[config.mk]
export PLATFORM = sky130hd
export DESIGN_NAME = hazard_stall_ctrl
export DESIGN_NICKNAME = d
export VERILOG_FILES = /design/src/rtl/cpu_pkg.sv /design/src/rtl/hazard_stall_ctrl_sat_counter.sv /design/src/rtl/hazard_stall_ctrl.sv
export SDC_FILE = /design/constraint.sdc
export NUM_CORES = 1
export LEC_CHECK = 0
export ABC_AREA = 1
export CORE_ASPECT_RATIO = 1.2
export CORE_MARGIN = 1
export CORE_UTILIZATION = 35
export CTS_BUF_LIST = sky130_fd_sc_hd__clkbuf_16
export DETAILED_ROUTE_END_ITERATION = 8
export DONT_BUFFER_PORTS = 1
export PLACE_DENSITY = 0.55
export SLEW_MARGIN = 5
export SYNTH_ARGS = -nofsm -noshare
export SYNTH_HDL_FRONTEND = slang
export SYNTH_HIERARCHICAL = 1
export SYNTH_SLANG_ARGS = --single-unit
[constraint.sdc]
create_clock -name clk_i -period 3.4 [get_ports clk_i]
set_clock_uncertainty 0.2 [all_clocks]
set_input_delay 0.34 -clock clk_i [delete_from_list [all_inputs] [get_ports clk_i]]
set_output_delay 0.34 -clock clk_i [all_outputs]
set_load 0.03 [all_outputs]
[src/rtl/cpu_pkg.sv]
// Shared CPU pipeline definitions: hazard FSM state encodings and the register-zero constant,
// plus the load-use hazard detection helper used by the ID-stage hazard controller.
package cpu_pkg;

   typedef enum logic [1:0] {
      RUN     = 2'd0,
      LOADUSE = 2'd1,
      MEMWAIT = 2'd2
   } hz_state_e;

   localparam logic [4:0] REG_ZERO = 5'd0;

   // A load into $0 never produces a hazard since $0 always reads as zero.
   function automatic logic lu_hazard(input logic       memread,
                                      input logic [4:0] ex_rt,
                                      input logic [4:0] id_rs,
                                      input logic [4:0] id_rt,
                                      input logic       uses_rt);
      return memread && (ex_rt != REG_ZERO) &&
             ((ex_rt == id_rs) || (uses_rt && (ex_rt == id_rt)));
   endfunction

endpackage

[src/rtl/hazard_stall_ctrl_sat_counter.sv]
// Saturating up-counter used for the optional hazard performance counters.
module sat_counter #(
   parameter int CNT_W = 32
) (
   input  logic             clk_i,
   input  logic             rst_i,
   input  logic             inc_i,
   output logic [CNT_W-1:0] cnt_o
);

   logic [CNT_W-1:0] cnt_q, cnt_d;

   always_comb begin
      cnt_d = cnt_q;
      if (inc_i && (cnt_q != '1)) begin
         cnt_d = cnt_q + {{(CNT_W-1){1'b0}}, 1'b1};
      end
   end

   always_ff @(posedge clk_i or posedge rst_i) begin
      if (rst_i) begin
         cnt_q <= '0;
      end else begin
         cnt_q <= cnt_d;
      end
   end

   assign cnt_o = cnt_q;

endmodule

[src/rtl/hazard_stall_ctrl.sv]
// ID-stage pipeline hazard controller: load-use bubbles, data-memory wait freeze with timeout,
// taken-branch IF/ID flush. Define HAZARD_PERF_EN to add saturating stall/bubble/flush counters.
module hazard_stall_ctrl
   import cpu_pkg::*;
#(
   parameter int LU_BUBBLES  = 1,
   parameter int MEM_TIMEOUT = 255
`ifdef HAZARD_PERF_EN
   ,
   parameter int CNT_W       = 32
`endif
) (
   input  logic       clk_i,
   input  logic       rst_i,
   input  logic       idex_memread_i,
   input  logic [4:0] idex_rtaddr_i,
   input  logic [4:0] ifid_rsaddr_i,
   input  logic [4:0] ifid_rtaddr_i,
   input  logic       ifid_uses_rt_i,
   input  logic       branch_taken_i,
   input  logic       dmem_req_i,
   input  logic       dmem_ack_i,
   output logic       pc_write_o,
   output logic       ifid_write_o,
   output logic       ifid_flush_o,
   output logic       idex_stall_o,
   output logic       idex_bubble_o,
   output logic       exmem_stall_o,
   output logic       err_o
`ifdef HAZARD_PERF_EN
   ,
   output logic [CNT_W-1:0] stall_cnt_o,
   output logic [CNT_W-1:0] bubble_cnt_o,
   output logic [CNT_W-1:0] flush_cnt_o
`endif
);

   localparam logic [2:0] LU_INIT = 3'(LU_BUBBLES - 1);
   localparam logic [7:0] TIMEOUT = 8'(MEM_TIMEOUT);

   hz_state_e  state_q, state_d;
   logic [2:0] bub_cnt_q, bub_cnt_d;
   logic [7:0] wait_cnt_q, wait_cnt_d;
   logic       err_q, err_d;

   logic mem_freeze, lu_hit, timeout, resume_lu;

   assign mem_freeze = dmem_req_i && !dmem_ack_i;
   assign lu_hit     = lu_hazard(idex_memread_i, idex_rtaddr_i, ifid_rsaddr_i,
                                 ifid_rtaddr_i, ifid_uses_rt_i);
   assign timeout    = (wait_cnt_q >= TIMEOUT);
   assign resume_lu  = dmem_ack_i && (bub_cnt_q != 3'd0);

   always_ff @(posedge clk_i or posedge rst_i) begin
      if (rst_i) begin
         state_q    <= RUN;
         bub_cnt_q  <= 3'd0;
         wait_cnt_q <= 8'd0;
         err_q      <= 1'b0;
      end else begin
         state_q    <= state_d;
         bub_cnt_q  <= bub_cnt_d;
         wait_cnt_q <= wait_cnt_d;
         err_q      <= err_d;
      end
   end

   always_comb begin
      state_d    = state_q;
      bub_cnt_d  = bub_cnt_q;
      wait_cnt_d = wait_cnt_q;
      err_d      = err_q;
      unique case (state_q)
         RUN: begin
            if (mem_freeze) begin
               state_d    = MEMWAIT;
               wait_cnt_d = 8'd1;
            end else if (lu_hit && (LU_BUBBLES > 1)) begin
               state_d   = LOADUSE;
               bub_cnt_d = LU_INIT;
            end
         end
         LOADUSE: begin
            if (mem_freeze) begin
               state_d    = MEMWAIT;
               wait_cnt_d = 8'd1;
            end else if (bub_cnt_q <= 3'd1) begin
               state_d   = RUN;
               bub_cnt_d = 3'd0;
            end else begin
               bub_cnt_d = bub_cnt_q - 3'd1;
            end
         end
         MEMWAIT: begin
            // A timeout aborts the access and drops any pending bubbles; the ID instruction is re-examined.
            if (dmem_ack_i || timeout) begin
               wait_cnt_d = 8'd0;
               if (!dmem_ack_i) begin
                  err_d     = 1'b1;
                  bub_cnt_d = 3'd0;
               end
               if (resume_lu) begin
                  state_d = LOADUSE;
               end else if (lu_hit && (LU_BUBBLES > 1)) begin
                  state_d   = LOADUSE;
                  bub_cnt_d = LU_INIT;
               end else begin
                  state_d = RUN;
               end
            end else begin
               wait_cnt_d = wait_cnt_q + 8'd1;
            end
         end
         default: state_d = RUN;
      endcase
   end

   always_comb begin
      pc_write_o    = 1'b1;
      ifid_write_o  = 1'b1;
      ifid_flush_o  = 1'b0;
      idex_stall_o  = 1'b0;
      idex_bubble_o = 1'b0;
      exmem_stall_o = 1'b0;
      if (rst_i) begin
         pc_write_o    = 1'b0;
         ifid_write_o  = 1'b0;
         ifid_flush_o  = 1'b1;
         idex_bubble_o = 1'b1;
      end else begin
         unique case (state_q)
            RUN: begin
               if (mem_freeze) begin
                  pc_write_o    = 1'b0;
                  ifid_write_o  = 1'b0;
                  idex_stall_o  = 1'b1;
                  exmem_stall_o = 1'b1;
               end else if (lu_hit) begin
                  pc_write_o    = 1'b0;
                  ifid_write_o  = 1'b0;
                  idex_bubble_o = 1'b1;
               end else if (branch_taken_i) begin
                  ifid_flush_o = 1'b1;
               end
            end
            LOADUSE: begin
               pc_write_o   = 1'b0;
               ifid_write_o = 1'b0;
               if (mem_freeze) begin
                  idex_stall_o  = 1'b1;
                  exmem_stall_o = 1'b1;
               end else begin
                  idex_bubble_o = 1'b1;
               end
            end
            MEMWAIT: begin
               if (dmem_ack_i || timeout) begin
                  if (resume_lu || lu_hit) begin
                     pc_write_o    = 1'b0;
                     ifid_write_o  = 1'b0;
                     idex_bubble_o = 1'b1;
                  end else if (branch_taken_i) begin
                     ifid_flush_o = 1'b1;
                  end
               end else begin
                  pc_write_o    = 1'b0;
                  ifid_write_o  = 1'b0;
                  idex_stall_o  = 1'b1;
                  exmem_stall_o = 1'b1;
               end
            end
            default: ;
         endcase
      end
   end

   assign err_o = err_q;

`ifdef HAZARD_PERF_EN
   sat_counter #(.CNT_W(CNT_W)) u_stall_cnt (
      .clk_i (clk_i),
      .rst_i (rst_i),
      .inc_i (exmem_stall_o),
      .cnt_o (stall_cnt_o)
   );

   sat_counter #(.CNT_W(CNT_W)) u_bubble_cnt (
      .clk_i (clk_i),
      .rst_i (rst_i),
      .inc_i (idex_bubble_o),
      .cnt_o (bubble_cnt_o)
   );

   sat_counter #(.CNT_W(CNT_W)) u_flush_cnt (
      .clk_i (clk_i),
      .rst_i (rst_i),
      .inc_i (ifid_flush_o),
      .cnt_o (flush_cnt_o)
   );
`else
   // Core-only build: no performance counters.
`endif

endmodule

Yosys cells after proc, flatten, opt, wreduce, memory -nomap -nowiden
Index checks and enable logic that the tools add are counted.
{"block": "op_classes", "addsub": 2, "n_lt_le_gt_ge": 2, "eq_ne": 10, "muxes": 38, "bitwise": 1, "reduce_logical": 19}
{"op": "$mux 1", "n": 21}
{"op": "$mux 8", "n": 2}
{"op": "$pmux 8 s2", "n": 1}
{"op": "$mux 3", "n": 4}
{"op": "$eq 5x5->1", "n": 2}
{"op": "$add 8x1->8 const B", "n": 1}
{"op": "$ge 8x8->1 const B", "n": 1}
{"op": "$mux 2", "n": 4}
{"op": "$ne 2x2->1 const B", "n": 4}
{"op": "$pmux 1 s3", "n": 2}
{"op": "$pmux 2 s3", "n": 1}
{"op": "$pmux 3 s2", "n": 1}
{"op": "$reduce_and 3->1", "n": 2}
{"op": "$logic_and 1x1->1", "n": 5}
{"op": "$reduce_bool 5->1", "n": 1}
{"op": "$pmux 1 s2", "n": 2}
{"op": "$reduce_and 4->1", "n": 1}
{"op": "$reduce_bool 2->1", "n": 2}
{"op": "$le 3x1->1 const B", "n": 1}
{"op": "$logic_or 1x1->1", "n": 3}
{"op": "$ne 3x3->1 const B", "n": 1}
{"op": "$reduce_bool 3->1", "n": 1}
{"op": "$sub 3x1->3 const B", "n": 1}
{"op": "$eq 2x1->1 const B", "n": 1}
{"op": "7 further kinds", "n": 7}
{"block": "totals", "regBits": 14, "input_bits": 22, "out_inout_bits": 7, "elab_cells": 76}

Depth between registers and ports, before layout
Gate-level depths: netlist (run 1).
{"block": "logic_depth", "ltp_word": 9, "mapped_depth": 12, "depth_no_buf": 11}

Worst setup path before layout (run 1)
No wires, ideal clock.
{"block": "synth_timing", "path_kind": "register to output", "startpoint": "register wait_cnt_q[0]", "endpoint": "output idex_stall_o", "arrival_time_ps": 1939, "required_ps": 2860, "setup_slack_ps": 921, "path_stages_with_launch": 10, "n_path_buf": 1, "cell_sequence": "dfrtp_1 -> ha_1 -> nand3_2 -> nor2_2 -> nor2_2 -> inv_2 -> nor2_4 -> inv_4 -> a21oi_1 -> buf_4"}
{"block": "synth_via", "elab_chain_cells": 5}
{"element": "from (decl)", "line_no": "hazard_stall_ctrl.sv:43", "rtl": "logic [7:0] wait_cnt_q, wait_cnt_d;"}
{"element": "from (signal assigned)", "line_no": "hazard_stall_ctrl.sv:63", "rtl": "wait_cnt_q <= wait_cnt_d;"}
{"element": "$ge 8x8->1", "line_no": "hazard_stall_ctrl.sv:51", "rtl": "assign timeout = (wait_cnt_q >= TIMEOUT);"}
{"element": "$logic_or 1x1->1", "line_no": "hazard_stall_ctrl.sv:157", "rtl": "if (dmem_ack_i || timeout) begin"}
{"element": "$mux 1"}
{"element": "$pmux 1 s2"}
{"element": "$mux 1"}
{"element": "to (decl)", "line_no": "hazard_stall_ctrl.sv:26", "rtl": "output logic idex_stall_o,"}
No other way between the ends.

Worst setup path in the final report (run 1)
{"block": "layout_timing", "startpoint": "register wait_cnt_q[0]", "endpoint": "output ifid_write_o"}
{"block": "layout_via", "elab_chain_cells": 5}
{"element": "$ge 8x8->1", "line_no": "hazard_stall_ctrl.sv:51"}
{"element": "$logic_or 1x1->1", "line_no": "hazard_stall_ctrl.sv:157"}
{"element": "$mux 1", "line_no": "hazard_stall_ctrl.sv:157"}
{"element": "$pmux 1 s3", "line_no": "hazard_stall_ctrl.sv:131", "rtl": "unique case (state_q)"}
{"element": "$mux 1", "line_no": "hazard_stall_ctrl.sv:125", "rtl": "if (rst_i) begin"}
{"element": "to (decl)", "line_no": "hazard_stall_ctrl.sv:24", "rtl": "output logic ifid_write_o,"}
No other way between the ends.

==> results of run 1 <==
[power breakdown]
| part | switching (mW) | internal (mW) | total [mW] |
|---|---|---|---|
| logic | 0.159 | 0.0860 | 0.245 |
| clock network | 0.0691 | 0.156 | 0.225 |
| registers | 0.0359 | 0.204 | 0.240 |
| total | 0.264 | 0.446 | 0.710 |
[logic make-up after synthesis]
logic type               after synthesis  share of synthesized area
buffers and inverters                 37                     0.1378
AND/OR/NAND/NOR                       84                     0.3565
XOR/XNOR                               5                    0.03987
AO/OA/AOI/OAI                         19                     0.1014
adder cells (fa/ha/maj)                4                    0.04556
flip-flops                            14                     0.3189
[sequential cells by signal, indices dropped and copies added (netlist names)]
register,count
bub_cnt_q,3
wait_cnt_q,8
err_o,1
state_q,2
[cells in the final DEF (no fill, tap or decap)]
cell type	netlist	routed
a21oi_1	4	4
o22ai_1	4	4
o21ai_0	3	3
nor3_2	1	1
inv_4	2	2
o21bai_1	1	1
nand2_1	47	47
clkbuf_16	0	3
nand3_2	2	2
buf_4	2	1
inv_2	7	7
nor2_2	4	4
dfrtp_1	14	14
nand4_1	4	4
nand3_1	12	12
inv_1	25	25
o31ai_1	1	1
o21ai_1	4	4
nor2_4	3	3
o21ai_2	1	1
dlygate4sd3_1	0	1
nor2_1	11	11
a211oi_1	1	1
clkinv_1	1	2
xor2_1	2	2
ha_1	4	4
xnor2_1	3	3
[layer usage]
layer,GRT usage,part of all wire,up-vias
met1,0.1779,0.42,427
met5,0,0,-
met2,0.2611,0.50,23
li1,-,-,516
met3,0.02657,0.050,5
met4,0.1086,0.033,0
[through the flow]
stage          hold slack [ns]  area (um^2)
2_1_floorplan          0.05391         1099
3_3_place_gp            0.1379         1134
3_5_place_dp            0.1525         1134
4_1_cts                0.07740         1222
5_1_grt                0.09908         1222
6_report               0.07726         1222
[what timing repair did]
item                                   CTS  global route
endpoints found under the hold margin   14             0
hold buffers                             1             0
buffers inserted                         0             0
[worst max-delay path: stages, from the launching register on]
cell and delay, ns:
dfrtp_1 0.38, ha_1 0.21, nand3_2 0.10, nor2_2 0.16
nor2_2 0.08, nor2_4 0.10, nand3_1 0.11, nand3_1 0.09
nand2_1 0.05, inv_1 0.40
[layout make-up]
type / instances / area (um^2)
clock buffers: 3 / 75.07
clock inverters: 1 / 3.754
fillers: 328 / 1668
inverters: 35 / 136.4
multi-input cells: 112 / 596.8
flip-flops and latches: 14 / 350.3
well taps: 34 / 42.54
repair buffers: 2 / 17.52
[worst paths after layout]
kind / to / slack (ns) / from / depth (start not counted)
min in group asynchronous: wait_cnt_q[0] / 0.41 / rst_i / 2
worst max-delay path: ifid_write_o / 0.96 / wait_cnt_q[0] / 9
max in group asynchronous: wait_cnt_q[5] / 2.19 / rst_i / 2
worst max register to register: wait_cnt_q[2] / 1.78 / wait_cnt_q[0] / 8
worst min register to register: wait_cnt_q[0] / 0.31 / wait_cnt_q[0] / 1
worst min-delay path: wait_cnt_q[6] / 0.08 / dmem_ack_i / 3
==> reports/metrics.csv, run 1 <==
stage,metric,value,unit
run_status,outcome,"finished, final reports clean",
sta,max_freq,409.5,MHz
global_route,grt_pass1_vias,978,
clock_network,ctsResizeCount,0,
sta,min_period,2.442,ns
critical_path,start_kind,register,
logic_synthesis,async_flop_share,1.000,
detailed_routing,wl_per_cell,10.73,um
global_route,grt_max_degree,18,
placement,dp.cells,196,
logic_synthesis,postSynthCellCount,163,
logic_synthesis,syn-num-nets,189,
sta,slew_violations,0,
global_route,grt_pass1_wl,3.877,mm
clock_network,cts_max_level,1,
logic_synthesis,seq_area_frac_synth,0.3189,
die,start_util,0.3801,
critical_path,crit_required,2.86,ns
clock_network,cts_root_buf,clkbuf_16,
logic_synthesis,synth_top_cells_by_area,"dfrtp_1 32%, nand2_1 16%, inv_1 8.5%",
die,io_pins,29,
logic_synthesis,ys.warnings.count,6,
sta,hold_violations,0,
clock_network,cts_made_buffers,3,
power_and_ir_drop,power_density,580.6,mW/mm^2
critical_path,crit_path_end_kind,output port,
power_and_ir_drop,finalPower,709.8,uW
logic_synthesis,synth_cell_types,25,
logic_synthesis,synth_ff_type,dfrtp_1,
sta,setup_tns,0,ns
logic_synthesis,yosysMostFrequentCell,nand2_1,
global_route,grtUsageTotal,0.1583,
die,placementRows,21,
layout,utilization,0.4229,
die,die_h,63.37,um
job,drv_cap,0,
sta,rsz0062_at_grt,false,
layout,final_cells,201,
logic_synthesis,synth_seq_cells,14,
layout,syn_to_final_growth,11.28,%
clock_network,clk_latency,0.25,ns
detailed_routing,initialDrtViolationCount,18,
detailed_routing,vias_per_cell,4.831,
logic_synthesis,synth.avg_cell_area,6.740,um^2
sta,max-slew-margin-rel,0.5938,
layout,num_antenna_cells,0,
placement,place_ws,1.197,ns
detailed_routing,via_count,971,
die,die_area,0.003367,mm^2
logic_synthesis,syn-cell-area,0.001099,mm^2
power_and_ir_drop,ir_drop,389.6,uV
global_route,antenna_found_initial,0,
clock_network,cts_buffer_depth,2,
die,core,0.002890,mm^2
logic_synthesis,synth_commonest_cells,"47 x nand2_1, 25 x inv_1, 14 x dfrtp_1, 12 x nand3_1, 11 x nor2_1",
detailed_routing,ant_nets,0,
clock_network,clk_pin_slew,0.05,ns
placement,place.gp.congestion,0.8443,
critical_path,crit_type,register to output port,
critical_path,critical_path.max_fanout,4,
sta,setup_violations,0,
clock_network,cts_tree,done,
detailed_routing,drtPass1Iterations,4,
placement,io_buffer_count,0,
logic_synthesis,yosysTopAreaCell,dfrtp_1,
layout,drive_gt1_frac,0.1437,
worst_hold_path,min_path_type,primary input to register,
power_and_ir_drop,leakage,0.6276,nW
layout,fin_nets,194,
sta,tightest_slew,0.6087,ns
logic_synthesis,synth_top_area_share,0.3189,
die,die_x,53.14,um
critical_path,cp.arrival,1.90,ns
logic_synthesis,synth_edf_count,0,
sta,post-route-period-util,0.7183,
detailed_routing,drc,0,
clock_network,cts_sinks,14,
detailed_routing,finalWirelength,2.157,mm
global_route,overflow,0,
sta,fin_ws,0.9577,ns
placement,dpl.hpwl,1.780,mm
No activity file was read; power rests on OpenSTA's default activity.
==> run 2, diff against run 1 <==
==> constraint.sdc (replaced) <==
create_clock -name clk_i -period 2.3 [get_ports clk_i]
set_clock_uncertainty 0.2 [all_clocks]
set_input_delay 0.23 -clock clk_i [delete_from_list [all_inputs] [get_ports clk_i]]
set_output_delay 0.23 -clock clk_i [all_outputs]
set_load 0.03 [all_outputs]
==> reports/metrics.csv, run 2 (same netlist as run 1, synthesis figures left out) <==
stage,metric,value,unit
critical_path,cp.arrival,1.77,ns
sta,slew_violations,0,
layout,largest_reg_flops,8,
sta,hold_violations,0,
critical_path,rr_worst_depth,6,
critical_path,crit_path_end_kind,output port,
layout,num_antenna_cells,0,
clock_network,clk_pin_slew,0.05,ns
critical_path,r2r-start,wait_cnt_q[0],
critical_path,r2r-end,wait_cnt_q[6],
detailed_routing,finalWirelength,2.372,mm
placement,io_buffer_count,0,
clock_network,cts_tree,done,
critical_path,cpPeakStageDelay,0.41,ns
sta,setup_tns,0,ns
layout,fin_nets,197,
clock_network,cts_root_buf,clkbuf_16,
die,die_h,63.37,um
worst_hold_path,min_path_type,primary input to register,
layout,final_common_cell,nand2_1,
die,placementRows,21,
clock_network,post-cts-setup-buffer-count,0,
critical_path,critical_path.max_fanout,4,
clock_network,cts_made_buffers,3,
job,drv_cap,0,
global_route,grt_pass1_vias,1023,
detailed_routing,ant_nets,0,
sta,post-route-period-util,0.9569,
layout,utilization,0.4420,
die,start_util,0.3801,
power_and_ir_drop,power_density,854.6,mW/mm^2
critical_path,crit_required,1.87,ns
global_route,antenna_found_initial,0,
placement,place.gp.congestion,0.8933,
sta,max-slew-margin-rel,0.7109,
sta,tightest_slew,0.4323,ns
critical_path,crit_chain,ha_4 > nand3_2 > nor2_4 > nor2_4 > nor2_4 > nand3_1 > nand3_1 > nand2_1 > inv_1 > buf_6,
detailed_routing,drc,0,
detailed_routing,vias_per_cell,5.005,
critical_path,cpMaxStageDelayCell,dfrtp_1,
critical_path,start_kind,register,
layout,final_cells,204,
placement,dpl.hpwl,1.901,mm
detailed_routing,wl_per_cell,11.63,um
die,core,0.002890,mm^2
layout,final_cell_mix,"47 x nand2_1, 25 x inv_1, 14 x dfrtp_1",
sta,whs,0.01487,ns
clock_network,cts_buffer_depth,2,
layout,fill_cells,289,
die,io_pins,29,
layout,top_regs,"wait_cnt_q (8), bub_cnt_q (3), state_q (2)",
power_and_ir_drop,ir_drop,523.9,uV
global_route,overflow,0,
critical_path,r2r_slack,0.71,ns
run_status,outcome,"finished, final reports clean",
power_and_ir_drop,finalPower,1.092,mW
clock_network,clk_latency,0.24,ns
layout,top_register,wait_cnt_q,
sta,min_period,2.201,ns
sta,max_freq,454.3,MHz
power_and_ir_drop,leakage,0.6436,nW
clock_network,cts_max_level,1,
critical_path,crit_path_frequent_cell,nor2_4,
critical_path,crit_type,register to output port,
layout,drive_gt1_frac,0.1647,
worst_hold_path,min-delay-start,dmem_ack_i,
global_route,grtUsageTotal,0.1613,
sta,setup_violations,0,
detailed_routing,drtPass1Iterations,4,
worst_hold_path,min_to,wait_cnt_q[0],
die,die_area,0.003367,mm^2
die,die_x,53.14,um
clock_network,cts_sinks,14,
global_route,grt_pass1_wl,4.119,mm
placement,dp.cells,198,
layout,syn_to_final_growth,16.29,%
detailed_routing,via_count,1021,
worst_hold_path,whs_path_depth,3,
detailed_routing,initialDrtViolationCount,38,
global_route,grt_max_degree,13,
-- run 2: cell types whose count changed in the layout (fill, tap and decap cells not counted) --
cell | before | now
o21ai_0 | 3 | 2
buf_4 | 1 | 2
nor2_4 | 3 | 5
o21ai_1 | 4 | 5
buf_6 | 0 | 1
a21oi_2 | 0 | 1
ha_4 | 0 | 1
dlygate4sd3_1 | 1 | 2
a21oi_1 | 4 | 3
ha_1 | 4 | 3
nor2_2 | 4 | 2
-- run 2: worst max-delay path, delay by kind of cell, from the launching register on --
family / cells / cell delay [ns]
adders and majority gates: 1 / 0.16
buffers and inverters: 2 / 0.25
DFF: 1 / 0.41
and+or+nand+nor: 7 / 0.69
-- run 2: repair_timing --
action,4_1_cts,5_1_grt
endpoints found under the setup margin,0,5
hold buffers,2,0
resized for setup,0,6
hold endpoints to repair,9,0
-- run 2: final cells by class --
cell class,instances,area [um^2],area share
Inverter,35,136.4,0.1068
Timing Repair Buffer,5,46.29,0.03624
Tap cell,34,42.54,0.03330
Multi-Input combinational cell,112,623.1,0.4878
Clock inverter,1,3.754,0.002938
Sequential cell,14,350.3,0.2742
Clock buffer,3,75.07,0.05877
-- run 2: stage by stage --
step	setup WS, ns	area, um^2
after floorplan	0.1435	1102
after global placement	0.3813	1152
after detailed placement	0.3028	1152
after CTS	0.04907	1251
after global routing	-0.03782	1277
final	0.09904	1277
-- run 2: worst max path at each step --
stage / start / to / slack, ns / cells past startpoint
3_5_place_dp: wait_cnt_q[0] / exmem_stall_o / 0.30 / 9
4_1_cts: wait_cnt_q[0] / exmem_stall_o / 0.05 / 9
6_report: wait_cnt_q[0] / pc_write_o / 0.1 / 10
2_1_floorplan: wait_cnt_q[0] / idex_stall_o / 0.14 / 9
5_1_grt: wait_cnt_q[0] / pc_write_o / -0.04 / 10
3_3_place_gp: bub_cnt_q[0] / pc_write_o / 0.38 / 9
-- run 2: metal layers --
metal / part of all wire / GRT usage
met3: 0.046 / 0.01449
met2: 0.51 / 0.2880
met5: 0 / 0
met4: 0.023 / 0.07895
met1: 0.42 / 0.1826
-- run 2: report_power, final --
group / leakage [nW] / switching (mW) / internal (mW) / total (mW)
clock: 0.0385 / 0.105 / 0.230 / 0.335
combinational: 0.424 / 0.242 / 0.150 / 0.393
sequential: 0.181 / 0.0624 / 0.302 / 0.364
total: 0.644 / 0.409 / 0.683 / 1.09
